===== config.mk =====
export PLATFORM = sky130hd
export DESIGN_NAME = hsi_burst_mover
export DESIGN_NICKNAME = d
export VERILOG_FILES = /design/src/rtl/hsi_burst_mover.sv
export SDC_FILE = /design/constraint.sdc
export NUM_CORES = 1
export LEC_CHECK = 0
export CAP_MARGIN = 20
export CORE_UTILIZATION = 40
export DETAILED_ROUTE_END_ITERATION = 10
export GPL_TIMING_DRIVEN = 0
export MAX_ROUTING_LAYER = met4
export PLACE_DENSITY = 0.7
export SYNTH_ARGS = -nofsm -noshare
export SYNTH_HDL_FRONTEND = slang
export SYNTH_SLANG_ARGS = --single-unit

===== constraint.sdc =====
create_clock -name clk -period 9.83 [get_ports clk]
set_clock_uncertainty 0.05 [all_clocks]
set_input_delay 2.949 -clock clk [delete_from_list [all_inputs] [get_ports clk]]
set_output_delay 2.949 -clock clk [all_outputs]
set_load 0.02 [all_outputs]

===== src/rtl/hsi_burst_mover.sv =====
// AXI4 read-to-stream mover: splits a {tag,length,address} command into INCR
// bursts (MAX_BURST / 4 KiB limited) and forwards the read data on AXI4-Stream.
module hsi_burst_mover #(
  parameter int unsigned DATA_WIDTH      = 64,
  parameter int unsigned ADDR_WIDTH      = 32,
  parameter int unsigned LEN_WIDTH       = 16,
  parameter int unsigned MAX_BURST       = 256,
  parameter int unsigned MAX_OUTSTANDING = 4
) (
  input  logic                            clk,
  input  logic                            aresetn,
  input  logic [LEN_WIDTH+ADDR_WIDTH:0]   cmd_tdata,
  input  logic                            cmd_tvalid,
  output logic                            cmd_tready,
  output logic [ADDR_WIDTH-1:0]           m_axi_araddr,
  output logic [7:0]                      m_axi_arlen,
  output logic [2:0]                      m_axi_arsize,
  output logic [1:0]                      m_axi_arburst,
  output logic                            m_axi_arvalid,
  input  logic                            m_axi_arready,
  input  logic [DATA_WIDTH-1:0]           m_axi_rdata,
  input  logic [1:0]                      m_axi_rresp,
  input  logic                            m_axi_rlast,
  input  logic                            m_axi_rvalid,
  output logic                            m_axi_rready,
  output logic [DATA_WIDTH-1:0]           m_axis_tdata,
  output logic                            m_axis_tlast,
  output logic                            m_axis_tvalid,
  input  logic                            m_axis_tready,
  output logic                            busy,
  output logic                            rd_err
);

  localparam int unsigned BYTES      = DATA_WIDTH / 8;
  localparam int unsigned SIZE_LOG2  = $clog2(BYTES);
  localparam int unsigned OUT_W      = $clog2(MAX_OUTSTANDING + 1);
  localparam int unsigned PAGE_BYTES = 4096;
  localparam logic [ADDR_WIDTH-1:0] ADDR_MASK = ~ADDR_WIDTH'(BYTES - 1);

  typedef enum logic [1:0] {S_IDLE, S_ISSUE, S_DRAIN} state_e;

  // Beats in the next burst: bounded by remaining length, MAX_BURST and the 4 KiB page.
  function automatic logic [8:0] burst_beats(input logic [11:0] page_off,
                                             input logic [LEN_WIDTH-1:0] rem);
    logic [31:0] room;
    logic [31:0] rem32;
    logic [31:0] n;
    room  = (32'(PAGE_BYTES) - 32'(page_off)) >> SIZE_LOG2;
    rem32 = 32'(rem);
    n     = 32'(MAX_BURST);
    if (room < n)  n = room;
    if (rem32 < n) n = rem32;
    return 9'(n);
  endfunction

  state_e                 state_q, state_d;
  logic [ADDR_WIDTH-1:0]  addr_q, addr_d;
  logic [ADDR_WIDTH-1:0]  araddr_q, araddr_d;
  logic [LEN_WIDTH-1:0]   rem_ar_q, rem_ar_d;
  logic [LEN_WIDTH-1:0]   rem_r_q, rem_r_d;
  logic                   tag_q, tag_d;
  logic [OUT_W-1:0]       out_q, out_d;
  logic                   arvalid_q, arvalid_d;
  logic [7:0]             arlen_q, arlen_d;
  logic                   cmd_tready_q;
  logic                   busy_q;
  logic                   rd_err_q, rd_err_d;

  logic                   cmd_tag;
  logic [LEN_WIDTH-1:0]   cmd_len;
  logic [ADDR_WIDTH-1:0]  cmd_addr;
  logic                   cmd_hs, ar_hs, r_hs, r_last_hs;
  logic [31:0]            issued_beats;
  logic [8:0]             next_beats;

  assign {cmd_tag, cmd_len, cmd_addr} = cmd_tdata;

  assign cmd_hs    = cmd_tvalid & cmd_tready_q;
  assign ar_hs     = arvalid_q & m_axi_arready;
  assign r_hs      = m_axi_rvalid & m_axis_tready;
  assign r_last_hs = r_hs & m_axi_rlast;

  // Next-state, counters and AR payload for the following cycle.
  always_comb begin
    state_d      = state_q;
    addr_d       = addr_q;
    rem_ar_d     = rem_ar_q;
    rem_r_d      = rem_r_q;
    tag_d        = tag_q;
    out_d        = out_q;
    araddr_d     = araddr_q;
    arlen_d      = arlen_q;
    arvalid_d    = 1'b0;
    rd_err_d     = rd_err_q | (r_hs & (m_axi_rresp != 2'b00));
    issued_beats = 32'(arlen_q) + 32'd1;
    next_beats   = 9'd0;

    if (ar_hs && !r_last_hs) begin
      out_d = out_q + OUT_W'(1);
    end else if (!ar_hs && r_last_hs) begin
      out_d = out_q - OUT_W'(1);
    end

    if (r_hs && (rem_r_q != '0)) begin
      rem_r_d = rem_r_q - LEN_WIDTH'(1);
    end

    case (state_q)
      S_IDLE: begin
        if (cmd_hs) begin
          addr_d   = cmd_addr & ADDR_MASK;
          rem_ar_d = cmd_len;
          rem_r_d  = cmd_len;
          tag_d    = cmd_tag;
          if (cmd_len != '0) state_d = S_ISSUE;
        end
      end
      S_ISSUE: begin
        if (ar_hs) begin
          addr_d   = addr_q + ADDR_WIDTH'(issued_beats << SIZE_LOG2);
          rem_ar_d = rem_ar_q - LEN_WIDTH'(issued_beats);
          if (rem_ar_d == '0) state_d = S_DRAIN;
        end
      end
      S_DRAIN: begin
        if (r_hs && (rem_r_q == LEN_WIDTH'(1))) state_d = S_IDLE;
      end
      default: state_d = S_IDLE;
    endcase

    // The AR payload only changes after a handshake, so it is stable while arvalid waits.
    if (state_d == S_ISSUE) begin
      next_beats = burst_beats(addr_d[11:0], rem_ar_d);
      araddr_d   = addr_d;
      arlen_d    = 8'(next_beats - 9'd1);
      arvalid_d  = (out_d < OUT_W'(MAX_OUTSTANDING));
    end
  end

  always_ff @(posedge clk) begin
    if (!aresetn) begin
      state_q      <= S_IDLE;
      addr_q       <= '0;
      araddr_q     <= '0;
      rem_ar_q     <= '0;
      rem_r_q      <= '0;
      tag_q        <= 1'b0;
      out_q        <= '0;
      arvalid_q    <= 1'b0;
      arlen_q      <= 8'd0;
      cmd_tready_q <= 1'b0;
      busy_q       <= 1'b0;
      rd_err_q     <= 1'b0;
    end else begin
      state_q      <= state_d;
      addr_q       <= addr_d;
      araddr_q     <= araddr_d;
      rem_ar_q     <= rem_ar_d;
      rem_r_q      <= rem_r_d;
      tag_q        <= tag_d;
      out_q        <= out_d;
      arvalid_q    <= arvalid_d;
      arlen_q      <= arlen_d;
      cmd_tready_q <= (state_d == S_IDLE);
      busy_q       <= (state_d != S_IDLE);
      rd_err_q     <= rd_err_d;
    end
  end

  assign cmd_tready    = cmd_tready_q;
  assign m_axi_araddr  = araddr_q;
  assign m_axi_arlen   = arlen_q;
  assign m_axi_arsize  = 3'(SIZE_LOG2);
  assign m_axi_arburst = 2'b01;
  assign m_axi_arvalid = arvalid_q;
  assign busy          = busy_q;
  assign rd_err        = rd_err_q;

  // R channel is a zero-latency pass-through onto the stream.
  assign m_axi_rready  = m_axis_tready;
  assign m_axis_tdata  = m_axi_rdata;
  assign m_axis_tvalid = m_axi_rvalid;
  assign m_axis_tlast  = m_axi_rvalid & m_axi_rlast & tag_q & (rem_r_q == LEN_WIDTH'(1));

endmodule


# Word-level counts from Yosys, hierarchy flattened
# Cells that the tools add are included.
op_classes:
  add_sub_neg: 8
  order_cmp: 3
  n_eq_ne: 4
  n_mux: 21
  bitwise_logic: 9
  n_reduce_logical: 15
ops:
  columns: ["cell", "n"]
  rows:
  - ["$mux W32", 3]
  - ["$mux W16", 5]
  - ["$pmux W32 S2", 1]
  - ["$add A32 B12 Y32", 1]
  - ["$lt A16 B32 Y1", 1]
  - ["$pmux W16 S2", 1]
  - ["$reduce_bool A16 Y1", 2]
  - ["$lt A29 B9 Y1 const B", 1]
  - ["$mux W29", 1]
  - ["$eq A16 B1 Y1 const B", 1]
  - ["$logic_not A16 Y1", 1]
  - ["$mux W8", 2]
  - ["$sub A16 B1 Y16 const B", 1]
  - ["$sub A16 B9 Y16", 1]
  - ["$sub A13 B12 Y14 const A", 1]
  - ["$mux W2", 5]
  - ["$add A8 B1 Y9 const B", 1]
  - ["$and A1 B1 Y1", 8]
  - ["$sub A8 B1 Y8 const B", 1]
  - ["$mux W3", 2]
  - ["$pmux W2 S3", 1]
  - ["$eq A2 B1 Y1 const B", 2]
  - ["$logic_and A1 B1 Y1", 4]
  - ["$logic_not A2 Y1", 2]
  - ["8 further kinds", 11]
word_totals:
  register_bits: 114
  input_bits: 122
  out_inout_bits: 116
  elab_cells: 72

# Logic depth before layout (Yosys ltp)
depth:
  ltp_word: 12
  mapped_depth: 31

# Worst setup path before layout
# OpenSTA, ideal clock, no wires.
synth_timing:
  path_type: "input to register"
  from: "input cmd_tvalid"
  to: "register arlen_q[6] (netlist: m_axi_arlen[6])"
  setup_ns: 0.076
  t_arrival_ns: 8.155
  t_required_ns: 9.704
  setup_slack_ns: 1.549
  stages: 22
  n_path_buf: 4
  cell_sequence: "and4bb_4 -> buf_6 -> a221o_1 -> or3_1 -> nor4_4 -> mux2i_1 -> ha_1 -> a21oi_1 -> a21oi_1 -> a211o_1 -> a21oi_1 -> nand3_1 -> or4_1 -> buf_4 -> buf_6 -> mux2i_1 -> ha_1 -> clkbuf_1 -> or4b_2 -> a21oi_1 -> a211oi_1 -> o22ai_1"
synth_between:
  elab_chain_cells: 11
  word_cells_on_any_way: 16
  classes_between: "2 x add/sub; 2 x order compare; 1 x eq/ne; 10 x mux; 1 x bitwise"
synth_rtl:
  columns: ["element", "line_no", "source"]
  rows:
  - ["start, declared", "13", "input logic cmd_tvalid,"]
  - ["$and A1 B1 Y1 (*)", "78", "assign cmd_hs = cmd_tvalid & cmd_tready_q;"]
  - ["$mux W32", "110", "if (cmd_hs) begin"]
  - ["$pmux W32 S2", "108", "case (state_q)"]
  - ["$sub A13 B12 Y14", "48", "room = (32'(PAGE_BYTES) - 32'(page_off)) >> SIZE_LOG2;"]
  - ["$lt A29 B9 Y1", "51", "if (room < n) n = room;"]
  - ["$mux W29", "51", null]
  - ["$mux W32", "132", "if (state_d == S_ISSUE) begin"]
  - ["$lt A16 B32 Y1", "52", "if (rem32 < n) n = rem32;"]
  - ["$mux W8", "52", null]
  - ["$mux W8", "132", null]
  - ["$sub A8 B1 Y8", "135", "arlen_d = 8'(next_beats - 9'd1);"]
  - ["end signal, assigned", "163", "arlen_q <= arlen_d;"]
  - ["end, declared", "64", "logic [7:0] arlen_q, arlen_d;"]
# Mark *: on every way between the ends. The rest lies on a longest branch, timed or not. The select of a mux whose other input is x is not followed.
# A chain may end at the register's enable or synchronous reset.

# Worst setup path after layout
layout_timing:
  from: "input m_axi_arready"
  to: "register arlen_q[6] (netlist: m_axi_arlen[6])"
layout_between:
  elab_chain_cells: 11
  word_cells_on_any_way: 16
  classes_between: "2 x add/sub; 2 x order compare; 1 x eq/ne; 10 x mux; 1 x bitwise"
layout_rtl:
  columns: ["element", "line_no", "source"]
  rows:
  - ["start, declared", "20", "input logic m_axi_arready,"]
  - ["$and A1 B1 Y1 (*)", "79", "assign ar_hs = arvalid_q & m_axi_arready;"]
  - ["$mux W32", "119", "if (ar_hs) begin"]
  - ["$pmux W32 S2", "108", null]
  - ["$sub A13 B12 Y14", "48", null]
  - ["$lt A29 B9 Y1", "51", null]
  - ["$mux W29", "51", null]
  - ["$mux W32", "132", null]
  - ["$lt A16 B32 Y1", "52", null]
  - ["$mux W8", "52", null]
  - ["$mux W8", "132", null]
  - ["$sub A8 B1 Y8", "135", null]
# Marked as above.

==> metrics.cfg <==
[detailed_routing]
via_count=8108
viasPerCell=5.56
wirelength_um=26100
firstDrtPassIters=5
wl_per_cell_um=17.9
drt_first_iter_violations=594
ant_nets=0
drc=0

[worst_setup_path]
crit_type=in2reg
end_kind=flip-flop
crit_fanout=10
required_ns=10.13
slowest_stage=or4b_2
cp_data_arrival_time_ns=9.69
slowest_delay_ns=0.62
start_kind=primary input
cp_common_cell=a21oi_1

[clock_network]
clk_path_buf_depth=2
clock-sinks=114
postCtsSetupBuffers=0
cts-root-buf=clkbuf_16
cts_tree=done
cts_max_level=4
ctsHoldBuffers=0
clkSlewWorstSetupHoldPaths_ns=0.06
cts_buffers=17
post_cts_resized=0
clk_latency_ns=0.43

[global_routing]
grt_usage_pct=26.8
grt-busiest-layer=met2
grtUsageMet1_pct=34.4
grt_pass1_wl_um=40000
use_met3_pct=4.95
antenna_found_initial=0
gr-total-overflow=0
grt_pass1_vias=7459
grt_max_degree=17
use_met2_pct=40.9

[layout]
final_common_cell=clkdlybuf4s50_1
areaGrowthSynthToFinish_pct=34.2
seqCellArea_um2=2280
fillers=1763
finalInstanceArea_um2=10600
layout.nets=1346
layout_common_cells=165 x clkdlybuf4s50_1, 119 x nor2_1, 114 x dfxtp_1
antenna_cells=0
final_util_pct=55.7
drive_gt1_share_pct=11.2
multiInputGateArea_um2=4700

[sta]
slew_viol_final=0
fmax_mhz=106
fin_ws_ns=0.436
fin_setup_tns_ns=0
max-slew-margin-rel_pct=37.4
setup_viol=0
fin_crit_sh_pct=95.6
rsz0062_at_grt=no
whs_ns=0.421
period_needed_ns=9.39
tightest_slew_ns=0.938
hold_viol_final=0

[logic_synthesis]
syn_avg_cell_area_um2=7.88
seq_area_frac_synth_pct=29.0
synth_xor_area_share_pct=4.12
ys.flop_type=dfxtp_1
synth_simple_gate_area_share_pct=23.0
ys_ff_latch=114
synth_edf_count=0
synth_top_family_by_area=simple AND/OR/NAND/NOR gates
synthMuxAreaShare_pct=5.14
postSynthCellCount=998
yosys_warnings=0
synth_cell_types=78
async_flop_share_pct=0
synth_compound_area_share_pct=20.9
yosys.area_share.adder_pct=6.24
synth_area_um2=7860

[die]
die_area_um2=20200
start_util_pct=41.5
die_h_um=142
die_w_um=142
io_pins=238
rows=50
coreArea_um2=19000

[power]
p_per_area_nw_per_um2=182
p_leak_nw=4.29
ir_drop_uv=134

[placement]
io_buffers=165
gp_congestion=0.916
dp_slack_ns=0.131
placed_cell_area_um2=9850
dp_hpwl_um=19500

[run_status]
status=finished clean

[min_path]
hold_path_class=reg2reg

[run]
maxCapViolCount=0

-- sequential cells by signal, indices dropped and copies added (netlist names) --
register       flops
rem_ar_q          16
cmd_tready         1
m_axi_arlen        8
rem_r_q           16
busy               1
m_axi_arvalid      1
rd_err             1
out_q              3
m_axi_araddr      32
state_q            2
addr_q            32
tag_q              1
-- worst max-delay path, delay by kind of cell --
| family | cells | cell delay (ns) |
|---|---|---|
| compound gates | 9 | 1.74 |
| fa+ha+maj | 2 | 0.53 |
| buf+inv | 5 | 1.45 |
| mux | 1 | 0.21 |
| simple gates | 8 | 2.79 |
-- report_power, final --
part / leakage (nW) / switching [mW] / total (mW) / internal [mW]
clock: 0.333 / 0.239 / 0.747 / 0.508
sequential: 0.934 / 0.0420 / 0.548 / 0.506
combinational: 3.02 / 0.348 / 0.622 / 0.274
total: 4.29 / 0.629 / 1.92 / 1.29
-- area by class of cell --
cell class	count	share of cell area (%)
plain buffers	119	7.21
clock buffers	19	4.20
clock inverters	13	2.43
inverters	37	1.32
multi-input cells	732	44.5
flip-flops and latches	114	21.6
well taps	260	3.08
repair buffers	165	15.6
-- routing by layer --
metal / part of all wire, % / vias to the layer above
met3: 8.4 / 57
met2: 44 / 402
met1: 44 / 3760
met5: 0 / -
li1: - / 3889
met4: 3.2 / 0
-- per-stage QoR --
step,total power [mW],cells
2_1_floorplan,0.967,1002
3_5_place_dp,1.16,1427
4_1_cts,1.91,1459
3_3_place_gp,1.16,1427
5_1_grt,2.01,1459
6_report,1.92,1459
-- cells in the mapped netlist, types with 6 or more instances --
library cell    n  share of area, %
a211oi_1       25               2.4
a21oi_1        57               3.6
a221oi_1        7              0.78
a22oi_1        12               1.1
a311oi_1        8              0.89
a31oi_1         9              0.72
and2_1         33               2.6
and3_1         16               1.3
buf_2           7              0.45
buf_4          73               7.0
clkbuf_1       33               1.6
dfxtp_1       114                29
ha_1           36               5.7
inv_1          35               1.7
mux2i_1        37               4.7
nand2_1        85               4.1
nand3_1        30               1.9
nor2_1        119               5.7
nor2b_1         9              0.72
nor3_1         24               1.5
nor4_1         14               1.1
o21a_1          8              0.76
o21ai_0        46               2.9
o22a_1          6              0.67
o22ai_1        13               1.0
o31ai_1         6              0.57
or4_1           6              0.57
xnor2_1        21               2.3
xor2_1         16               1.8
-- kinds of logic (layout without fill, tap and decap cells) --
kind of cell	after synthesis	in the layout
buf+inv	156	353
flops	114	114
fa+ha+maj	38	38
xor+xnor	37	37
other cells	2	6
compound gates	244	244
simple gates	367	367
mux	40	40
-- final timing paths --
kind                                from                           to  slack (ns)  cells past startpoint
max                        m_axi_arready  m_axi_arlen[6]$_SDFFE_PN0N_        0.44                     25
min                   tag_q$_SDFFE_PN0P_           tag_q$_SDFFE_PN0P_        0.42                      2
max reg2reg  m_axi_arlen[0]$_SDFFE_PN0N_  m_axi_arlen[6]$_SDFFE_PN0N_        2.56                     25
min reg2reg           tag_q$_SDFFE_PN0P_           tag_q$_SDFFE_PN0P_        0.42                      2
Power figures use the tool's default switching activity.
==> edit (config.mk and constraints unchanged) <==
`addr_q` no longer has a reset.
--- a/src/rtl/hsi_burst_mover.sv
+++ b/src/rtl/hsi_burst_mover.sv
@@ -141,5 +141,4 @@
     if (!aresetn) begin
       state_q      <= S_IDLE;
-      addr_q       <= '0;
       araddr_q     <= '0;
       rem_ar_q     <= '0;
@@ -154,5 +153,4 @@
     end else begin
       state_q      <= state_d;
-      addr_q       <= addr_d;
       araddr_q     <= araddr_d;
       rem_ar_q     <= rem_ar_d;
@@ -166,4 +164,8 @@
       rd_err_q     <= rd_err_d;
     end
+  end
+
+  always_ff @(posedge clk) begin
+    addr_q <= addr_d;
   end
 
Formal check against the unedited RTL: no difference found for any inputs over 4 cycles, from zero or initial values and one cycle with aresetn low; that may be too few to reach the edited logic, so the function may still have changed.
==> edit against the unedited design <==
Power rose by 8.8%; wire length fell by 2.2%; area after synthesis rose by 0.64%; combinational power rose by 41%; sequential cell count did not move; sequential share of layout area rose by 0.19 points; final area fell by 0.85%; worst setup slack improved by 0.59 ns; clock power fell by 19%; global-route usage fell by 0.84 points; largest cell class unchanged; count of clock-buffer cells in the layout rose by 2; sequential power rose by 11%.
==> edit: results (changes against the unedited design) <==
[status]
outcome=finished clean  ; unchanged

[critical_path]
r2r_end=m_axi_arlen[4]$_SDFFE_PN0N_  ; was m_axi_arlen[6]$_SDFFE_PN0N_
slowest_stage=clkdlybuf4s50_1  ; was or4b_2
startpoint=m_axi_arready  ; unchanged
r2r_slack_ns=2.83  ; was 2.56 ns
worst_path_largest_cell_delay_ns=0.50  ; was 0.62 ns
critical_path_arrival_ns=9.11  ; was 9.69 ns

[layout]
final-clk-cell-share_pct=5.38  ; was 6.63%
stdcell_count=1468  ; was 1459
nonClockBufferCount=279  ; was 284
inverters=41  ; was 37
fill_cells=1869  ; was 1763
drive_gt1_share_pct=11.3  ; was 11.2%
clkbuf_count=21  ; was 19
multi_input_area_share_pct=45.6  ; was 44.5%
final-nonclk-buf-share_pct=22.6  ; was 22.9%
multi_input_gates=737  ; was 732
seq_share_pct=21.8  ; was 21.6%
fin_area_um2=10500  ; was 10600 um2
syn_to_final_growth_pct=32.2  ; was 34.2%

[placement]
dp_hpwl_um=19600  ; was 19500 um
dpl_cell_area_um2=9900  ; was 9850 um2
dpl.cell_count=1436  ; was 1427
portBuffers=164  ; was 165
post-place-ws_ns=0.680  ; was 0.131 ns
routabilityCongestion=0.948  ; was 0.916

[global_routing]
grt_use_met1_pct=32.4  ; was 34.4%
grtUsageTotal_pct=26.0  ; was 26.8%
grt_pass1_vias=7531  ; was 7459
use_met3_pct=4.73  ; was 4.95%
grt_util_met2_pct=41.5  ; was 40.9%
grt_first_pass_wirelength_um=39600  ; was 40000 um

[pwr]
intPower_w=0.00129  ; about the same
p_leak_nw=4.20  ; was 4.29 nW
pwr-share-seq_pct=29.2  ; was 28.6%
powerClk_w=0.000602  ; was 0.000747 W
p_seq_w=0.000610  ; was 0.000548 W
vdd_ir_drop_max_v=0.000140  ; was 0.000134 V

[route]
vias=8215  ; was 8108
wl_met3_um=2000  ; was 2190 um
drt-met1-wl_um=11200  ; was 11600 um
drt_first_pass_iters=6  ; was 5
dr.first_iter.drc_count=593  ; was 594
wl_met2_um=11600  ; was 11500 um
routed_wirelength_um=25600  ; was 26100 um

[timing]
relSlewSlack_pct=28.1  ; was 37.4%
timing.final.crit_period_ns=8.80  ; was 9.39 ns

[worst_hold_path]
min_from=m_axi_araddr[22]$_SDFFE_PN0N_  ; was tag_q$_SDFFE_PN0P_
hold_path_end=m_axi_araddr[22]$_SDFFE_PN0N_  ; was tag_q$_SDFFE_PN0P_

[yosys]
ys_seq_area_share_pct=28.8  ; was 29.0%
synth_commonest_cells=dfxtp_1, nor2_1, nand2_1  ; was nor2_1, dfxtp_1, nand2_1
synth_cells=1003  ; was 998
ys_warn_count=0  ; unchanged
yosysUniqueCellTypes=75  ; was 78
synthTopCellsByArea=dfxtp_1, buf_4, ha_1, nor2_1, mux2i_1  ; unchanged

==> edit: critical path: cells and delay by family <==
kind,cells,cell delay (ns)
and+or+nand+nor,10,2.14
buffers and inverters,3,1.26
xor gates and xnor gates,1,0.16
AOI/OAI and AO/OA,6,1.68
adders and majority gates,2,0.62
muxes,1,0.28
==> edit: kinds of logic after synthesis <==
| family | Yosys count | share of synthesized area, % |
|---|---|---|
| AO/OA/AOI/OAI | 262 | 22.3 |
| XOR/XNOR | 39 | 4.32 |
| adder cells (fa/ha/maj) | 38 | 6.20 |
| buffers and inverters | 156 | 11.1 |
| flip-flops | 114 | 28.8 |
| multiplexers | 37 | 4.74 |
| other | 2 | 0.0949 |
| AND/OR/NAND/NOR | 355 | 22.4 |
